[config.mk]
export PLATFORM = sky130hd
export DESIGN_NAME = sprite_frame_writer
export DESIGN_NICKNAME = d
export VERILOG_FILES = /design/src/rtl/sprite_frame_writer.sv
export SDC_FILE = /design/constraint.sdc
export NUM_CORES = 2
export LEC_CHECK = 0
export CORE_AREA = 2 2 335 337
export CTS_BUF_LIST = sky130_fd_sc_hd__clkbuf_16
export DETAILED_ROUTE_END_ITERATION = 12
export DIE_AREA = 0 0 337 339
export HOLD_SLACK_MARGIN = 0.12
export PLACE_DENSITY = 0.63
export SYNTH_ARGS = -nofsm -noshare
export SYNTH_HDL_FRONTEND = slang
export SYNTH_SLANG_ARGS = --single-unit
[constraint.sdc]
create_clock -name clk_33_i -period 18.3 [get_ports clk_33_i]
set_input_delay 3.66 -clock clk_33_i [delete_from_list [all_inputs] [get_ports clk_33_i]]
set_output_delay 3.66 -clock clk_33_i [all_outputs]
set_load 0.01 [all_outputs]
[src/rtl/sprite_frame_writer.sv]
// Walks a latched render list and copies opaque, on-screen sprite pixels from the sprite ROM
// into the framebuffer through a two-stage pipeline with framebuffer backpressure.
module sprite_frame_writer #(
  parameter int unsigned    NElem       = 11,
  parameter int unsigned    FbW         = 800,
  parameter int unsigned    FbH         = 480,
  parameter int unsigned    RomW        = 1024,
  parameter int unsigned    PixW        = 16,
  parameter logic [PixW-1:0] Transparent = 16'hF81F
) (
  input  logic                 clk_33_i,
  input  logic                 rst_n,
  input  logic                 frame_start_i,
  input  logic [NElem*72-1:0]  elements_all_i,
  output logic [19:0]          rom_addr_o,
  output logic                 rom_en_o,
  input  logic [PixW-1:0]      rom_data_i,
  output logic [18:0]          fb_addr_o,
  output logic [PixW-1:0]      fb_data_o,
  output logic                 fb_we_o,
  input  logic                 fb_ready_i,
  output logic                 busy_o,
  output logic                 write_finished_o
);

  localparam int unsigned IdxW = $clog2(NElem + 1);

  typedef enum logic [2:0] {StIdle, StLatch, StElem, StDraw, StDrain, StDone} state_e;

  state_e                     state_q, state_d;
  logic [NElem-1:0][71:0]     snap_q, snap_d;
  logic [IdxW-1:0]            idx_q, idx_d, idx_sel;
  logic [11:0]                dx_q, dx_d, dy_q, dy_d;
  logic                       s2_valid_q, s2_valid_d;
  logic [12:0]                s2_px_q, s2_px_d, s2_py_q, s2_py_d;
  logic                       skid_valid_q, skid_valid_d;
  logic [PixW-1:0]            skid_q, skid_d;
  logic                       fb_we_q, fb_we_d;
  logic [18:0]                fb_addr_q, fb_addr_d;
  logic [PixW-1:0]            fb_data_q, fb_data_d;

  logic [71:0]     cur;
  logic [11:0]     cur_x, cur_y, cur_w, cur_h, cur_rx, cur_ry;
  logic            stall;
  logic [19:0]     rom_lin;
  logic [18:0]     fb_lin;
  logic [PixW-1:0] s2_data;

  assign idx_sel = (idx_q < IdxW'(NElem)) ? idx_q : '0;
  assign cur     = snap_q[idx_sel];
  assign {cur_x, cur_y, cur_w, cur_h, cur_rx, cur_ry} = cur;

  // A held write freezes every pipeline stage and the scan counters.
  assign stall   = fb_we_q & ~fb_ready_i;
  assign rom_lin = (20'(cur_ry) + 20'(dy_q)) * 20'(RomW) + 20'(cur_rx) + 20'(dx_q);
  assign fb_lin  = 19'(s2_py_q) * 19'(FbW) + 19'(s2_px_q);
  assign s2_data = skid_valid_q ? skid_q : rom_data_i;

  always_comb begin
    state_d      = state_q;
    snap_d       = snap_q;
    idx_d        = idx_q;
    dx_d         = dx_q;
    dy_d         = dy_q;
    s2_valid_d   = s2_valid_q;
    s2_px_d      = s2_px_q;
    s2_py_d      = s2_py_q;
    skid_valid_d = skid_valid_q;
    skid_d       = skid_q;
    fb_we_d      = fb_we_q;
    fb_addr_d    = fb_addr_q;
    fb_data_d    = fb_data_q;
    rom_en_o     = 1'b0;

    if (!stall) begin
      s2_valid_d   = 1'b0;
      skid_valid_d = 1'b0;
      fb_we_d      = s2_valid_q && (32'(s2_px_q) < FbW) && (32'(s2_py_q) < FbH) &&
                     (s2_data != Transparent);
      fb_addr_d    = fb_lin;
      fb_data_d    = s2_data;
    end else if (s2_valid_q && !skid_valid_q) begin
      // ROM word is only valid this cycle; park it until the stall clears.
      skid_d       = rom_data_i;
      skid_valid_d = 1'b1;
    end

    unique case (state_q)
      StIdle: if (frame_start_i) state_d = StLatch;
      StLatch: begin
        snap_d  = elements_all_i;
        idx_d   = '0;
        state_d = StElem;
      end
      StElem: begin
        if (idx_q >= IdxW'(NElem)) begin
          state_d = StDrain;
        end else if (cur_w == 12'd0 || cur_h == 12'd0) begin
          idx_d = idx_q + IdxW'(1);
        end else begin
          dx_d    = '0;
          dy_d    = '0;
          state_d = StDraw;
        end
      end
      StDraw: begin
        if (!stall) begin
          rom_en_o   = 1'b1;
          s2_valid_d = 1'b1;
          s2_px_d    = {1'b0, cur_x} + {1'b0, dx_q};
          s2_py_d    = {1'b0, cur_y} + {1'b0, dy_q};
          if (dx_q == cur_w - 12'd1) begin
            dx_d = '0;
            if (dy_q == cur_h - 12'd1) begin
              idx_d   = idx_q + IdxW'(1);
              state_d = StElem;
            end else begin
              dy_d = dy_q + 12'd1;
            end
          end else begin
            dx_d = dx_q + 12'd1;
          end
        end
      end
      StDrain: if (!s2_valid_q && !stall) state_d = StDone;
      StDone:  state_d = StIdle;
      default: state_d = StIdle;
    endcase
  end

  always_ff @(posedge clk_33_i or negedge rst_n) begin
    if (!rst_n) begin
      state_q      <= StIdle;
      snap_q       <= '0;
      idx_q        <= '0;
      dx_q         <= '0;
      dy_q         <= '0;
      s2_valid_q   <= 1'b0;
      s2_px_q      <= '0;
      s2_py_q      <= '0;
      skid_valid_q <= 1'b0;
      skid_q       <= '0;
      fb_we_q      <= 1'b0;
      fb_addr_q    <= '0;
      fb_data_q    <= '0;
    end else begin
      state_q      <= state_d;
      snap_q       <= snap_d;
      idx_q        <= idx_d;
      dx_q         <= dx_d;
      dy_q         <= dy_d;
      s2_valid_q   <= s2_valid_d;
      s2_px_q      <= s2_px_d;
      s2_py_q      <= s2_py_d;
      skid_valid_q <= skid_valid_d;
      skid_q       <= skid_d;
      fb_we_q      <= fb_we_d;
      fb_addr_q    <= fb_addr_d;
      fb_data_q    <= fb_data_d;
    end
  end

  assign rom_addr_o       = (state_q == StDraw) ? rom_lin : '0;
  assign fb_we_o          = fb_we_q;
  assign fb_addr_o        = fb_addr_q;
  assign fb_data_o        = fb_data_q;
  assign busy_o           = (state_q == StLatch) || (state_q == StElem) ||
                            (state_q == StDraw) || (state_q == StDrain);
  assign write_finished_o = (state_q == StDone);

endmodule

==> impl_metrics.tcl <==
set metrics [dict create \
    critPathRequiredTime_ns 14.64 \
    grtUsageTotal_pct 29.8 \
    drive_above_1_share_pct 5.71 \
    vias_per_cell 5.28 \
    period_share_pct 68.6 \
    dp_hpwl_um 127000 \
    synth-adder-area-share_pct 3.48 \
    drtPass1Iterations 8 \
    netlist_top_cells_area "sky130_fd_sc_hd__dfrtp_1 (49%), sky130_fd_sc_hd__nand2_1 (21%), sky130_fd_sc_hd__mux4_2 (4.8%)" \
    first_global_vias 38600 \
    worst_pin_slew_ns 1.11 \
    dominantRegCellSynth "sky130_fd_sc_hd__dfrtp_1" \
    yosys_register_bits 881 \
    post_synth_xor_area_fraction_pct 2.01 \
    num_io_pins 871 \
    p_leak_nw 26.6 \
    grt_pass1_wl_um 251000 \
    fin_skew_ns 0.0475 \
    cp.arrival_ns 8.89 \
    synth.avg_cell_area_um2 8.71 \
    cts_resized 0 \
    final.setup.worst_slack_ns 5.75 \
    numPlacedInstances 7197 \
    synth_simple_gate_area_share_pct 24.8 \
    cts_hold_repair.buffers 0 \
    yosys_warnings 0 \
    core_area_um2 110000 \
    drv_cap 0 \
    setup_tns_ns 0 \
    num-nets-final 6736 \
    reg_power_share_pct 44.1 \
    master_cell_of_the_clock_root_buffer "sky130_fd_sc_hd__clkbuf_16" \
    max_freq_mhz 79.7 \
    port_buffers 848 \
    synth_compound_area_share_pct 7.52 \
    synth.top_cell.area_share_pct 49.5 \
    crit_slowest_cell "sky130_fd_sc_hd__dfrtp_4" \
    fin_hold_ws_ns 0.467 \
    dieArea_um2 114000 \
    syn-num-nets 6045 \
    critical_path.cell_chain "ha_1 -> o21ai_4 -> buf_4 -> nand2_4 -> mux4_2 -> mux2i_1 -> a21oi_1 -> ha_1 -> ha_1 -> inv_1 -> fa_1 -> nor2b_1 -> o21ai_0 -> a21boi_0 -> o21ai_0 -> a21boi_0 -> o21ai_0 -> a21oi_1 -> o21ai_0 -> a211oi_1 -> nand3_1 -> xnor2_1 -> nor2_1 -> clkdlybuf4s50_1" \
    clkTransAtPathRegs_ns 0.06 \
    synth.yosys.seq_area_share_pct 49.5 \
    postRouteWirelength_um 172000 \
    row_count 122 \
    power.net_switching_w 0.00142 \
    synth.area.mux_share_pct 9.03 \
    grt_start_max_net_pins 228 \
    dr_total_vias 39100 \
    clock_tree_from_tritoncts "built" \
    largest_driver_fanout_on_the_critical_path 61 \
    route.detailed.drc 0 \
    initial_antenna_violation_count 54 \
    die_height_um 339 \
    die_width_um 337 \
    switching_share_pct 28.3 \
    dpl_worst_slack_ns 6.58 \
    utilization_pct 51.8 \
    worstSkewPairLatency_ns 0.71 \
    first_iteration_detailed_routing_drc_count 3761 \
    netlist_area_pre_place_um2 44600 \
    pwr-share-comb_pct 19.1 \
    tritoncts_num_sinks 881 \
    area_growth_pct 28.3 \
    edff_count_synth 0 \
    ant_nets 0 \
    layout.cells.most_common "sky130_fd_sc_hd__nand2_1" \
    report.final.slew_viol_count 0 \
    setup_slack_of_the_most_critical_reg_to_reg_path_ns 11.20 \
    tritoncts.num_buffers 98 \
    slew-limit-headroom_pct 24.1 \
    intPower_w 0.00360 \
    initial_core_util_pct 40.4 \
    endpoint_kind "output port" \
    hold_path.class "reg2reg" \
    post-synth-top-area-cell "sky130_fd_sc_hd__dfrtp_1" \
    crit_type "reg2out" \
    cts_max_level 3 \
    finalCriticalPeriod_ns 12.55 \
    irDropWorstVdd_uv 74.6 \
    synth.lib_cells_used.distinct 76 \
    clock_power_share_pct 36.8 \
    layout_common_cells "sky130_fd_sc_hd__nand2_1 (2485), sky130_fd_sc_hd__dfrtp_1 (879), sky130_fd_sc_hd__clkdlybuf4s50_1 (847)" \
    status "finished, final reports clean" \
    syn-instance-count 5118 \
    wire_per_inst_um 23.2 \
    combinational_family_with_the_most_area_after_synthesis "simple AND/OR/NAND/NOR gates" \
    cpMostUsedCell "sky130_fd_sc_hd__o21ai_0" \
    largest_incremental_delay_on_the_critical_path_ns 0.72 \
    synthArstFlopShare_pct 100 \
    post-cts-setup-buffer-count 0 \
    rsz0062_at_grt "false" \
    finalHoldViolations 0 \
    final_cell_count_no_fill 7393 \
    p_per_area_nw_per_um2 87.9 \
    setup_viol 0 \
    gr-total-overflow 0 \
    cts_max_path_buffers 3 \
    globalplace.congestion 0.898 \
    start_kind "flop" \
]
-- cells in the mapped netlist (all sizes together), types with 5 or more instances --
cell / number
a31oi: 11
o21ai: 172
a21o: 20
o221ai: 15
a22oi: 7
o21a: 5
o21bai: 20
xor2: 27
o211ai: 5
mux2i: 149
clkbuf: 250
nor3: 24
mux4: 94
a211o: 7
nor2: 79
nand2b: 27
a211oi: 52
nand4: 19
a21boi: 17
nor4b: 5
nand2: 2487
nor2b: 16
nand3: 54
o22ai: 8
fa: 15
buf: 61
dfrtp: 881
and3: 19
o311ai: 7
and2: 15
ha: 100
xnor2: 75
a31o: 5
o31ai: 10
a21oi: 144
inv: 94
or3: 21
nor4: 10
mux2: 37
-- per-stage QoR --
stage | total power [W] | cell area [um2]
after detailed placement | 0.00321 | 54200
after global routing | 0.00525 | 57200
after floorplan | 0.00269 | 44600
after CTS | 0.00506 | 57100
final | 0.00503 | 57200
after global placement | 0.00320 | 54200
-- layer usage --
metal  GRT usage (%)  up-vias  share of wire, %
met5               0        -             0.084
met4            12.1       22               4.2
met3            5.55      348               7.3
met2            47.4     1484                47
met1            39.9    19100                41
li1                -    18100                 -
-- sequential cells by signal, summed over array words and instances (netlist names), named ones only --
signal and flops:
skid_valid_q 1, fb_we_o 1, state_q 3, dx_q 12
fb_data_o 16, dy_q 12, snap_q 770, skid_q 16
s2_py_q 13, fb_addr_o 19, idx_q 4, s2_px_q 13
-- final timing paths --
kind / startpoint / end / cells past startpoint
min in group asynchronous: rst_n / snap_q[759]$_DFFE_PN0P_ / 1
min: snap_q[256]$_DFFE_PN0P_ / snap_q[256]$_DFFE_PN0P_ / 2
min reg2reg: snap_q[256]$_DFFE_PN0P_ / snap_q[256]$_DFFE_PN0P_ / 2
max: idx_q[0]$_DFFE_PN0P_ / rom_addr_o[19] / 24
max reg2reg: idx_q[0]$_DFFE_PN0P_ / s2_py_q[12]$_DFFE_PN0P_ / 22
max in group asynchronous: rst_n / snap_q[131]$_DFFE_PN0P_ / 4
-- logic make-up (layout without fill, tap and decap cells) --
| kind of cell | count (synthesis) | count (layout) |
|---|---|---|
| AND/OR/NAND/NOR | 2796 | 2796 |
| flip-flops | 881 | 881 |
| AO/OA/AOI/OAI | 538 | 538 |
| buffers and inverters | 406 | 1168 |
| multiplexers | 280 | 280 |
| adder cells (fa/ha/maj) | 115 | 115 |
| XOR/XNOR | 102 | 102 |
| other | 0 | 25 |
-- final cells by class --
cell class | instances | area [um2]
inverters | 95 | 357
well taps | 1488 | 1860
fillers | 10300 | 53200
multi-input cells | 3831 | 20900
clock buffers | 99 | 2480
repair buffers | 902 | 8970
clock inverters | 72 | 434
diodes | 25 | 62.6
flip-flops and latches | 881 | 22100
-- power groups by stage --
stage          Combinational [W]  Sequential, W  Clock [W]
2_1_floorplan           0.000470        0.00222          0
3_3_place_gp            0.000952        0.00224          0
3_5_place_dp            0.000962        0.00225          0
4_1_cts                 0.000968        0.00222    0.00187
5_1_grt                  0.00106        0.00223    0.00196
6_report                0.000960        0.00222    0.00185
-- critical path: cells and delay by family (launching register included) --
| kind | cells | cell delay [ns] |
|---|---|---|
| AOI/OAI and AO/OA | 10 | 2.29 |
| xor gates and xnor gates | 1 | 0.15 |
| adders and majority gates | 4 | 1.36 |
| buffers and inverters | 3 | 1.33 |
| DFF | 1 | 0.72 |
| muxes | 2 | 1.06 |
| and+or+nand+nor | 4 | 1.22 |
Power figures use the tool's default switching activity.
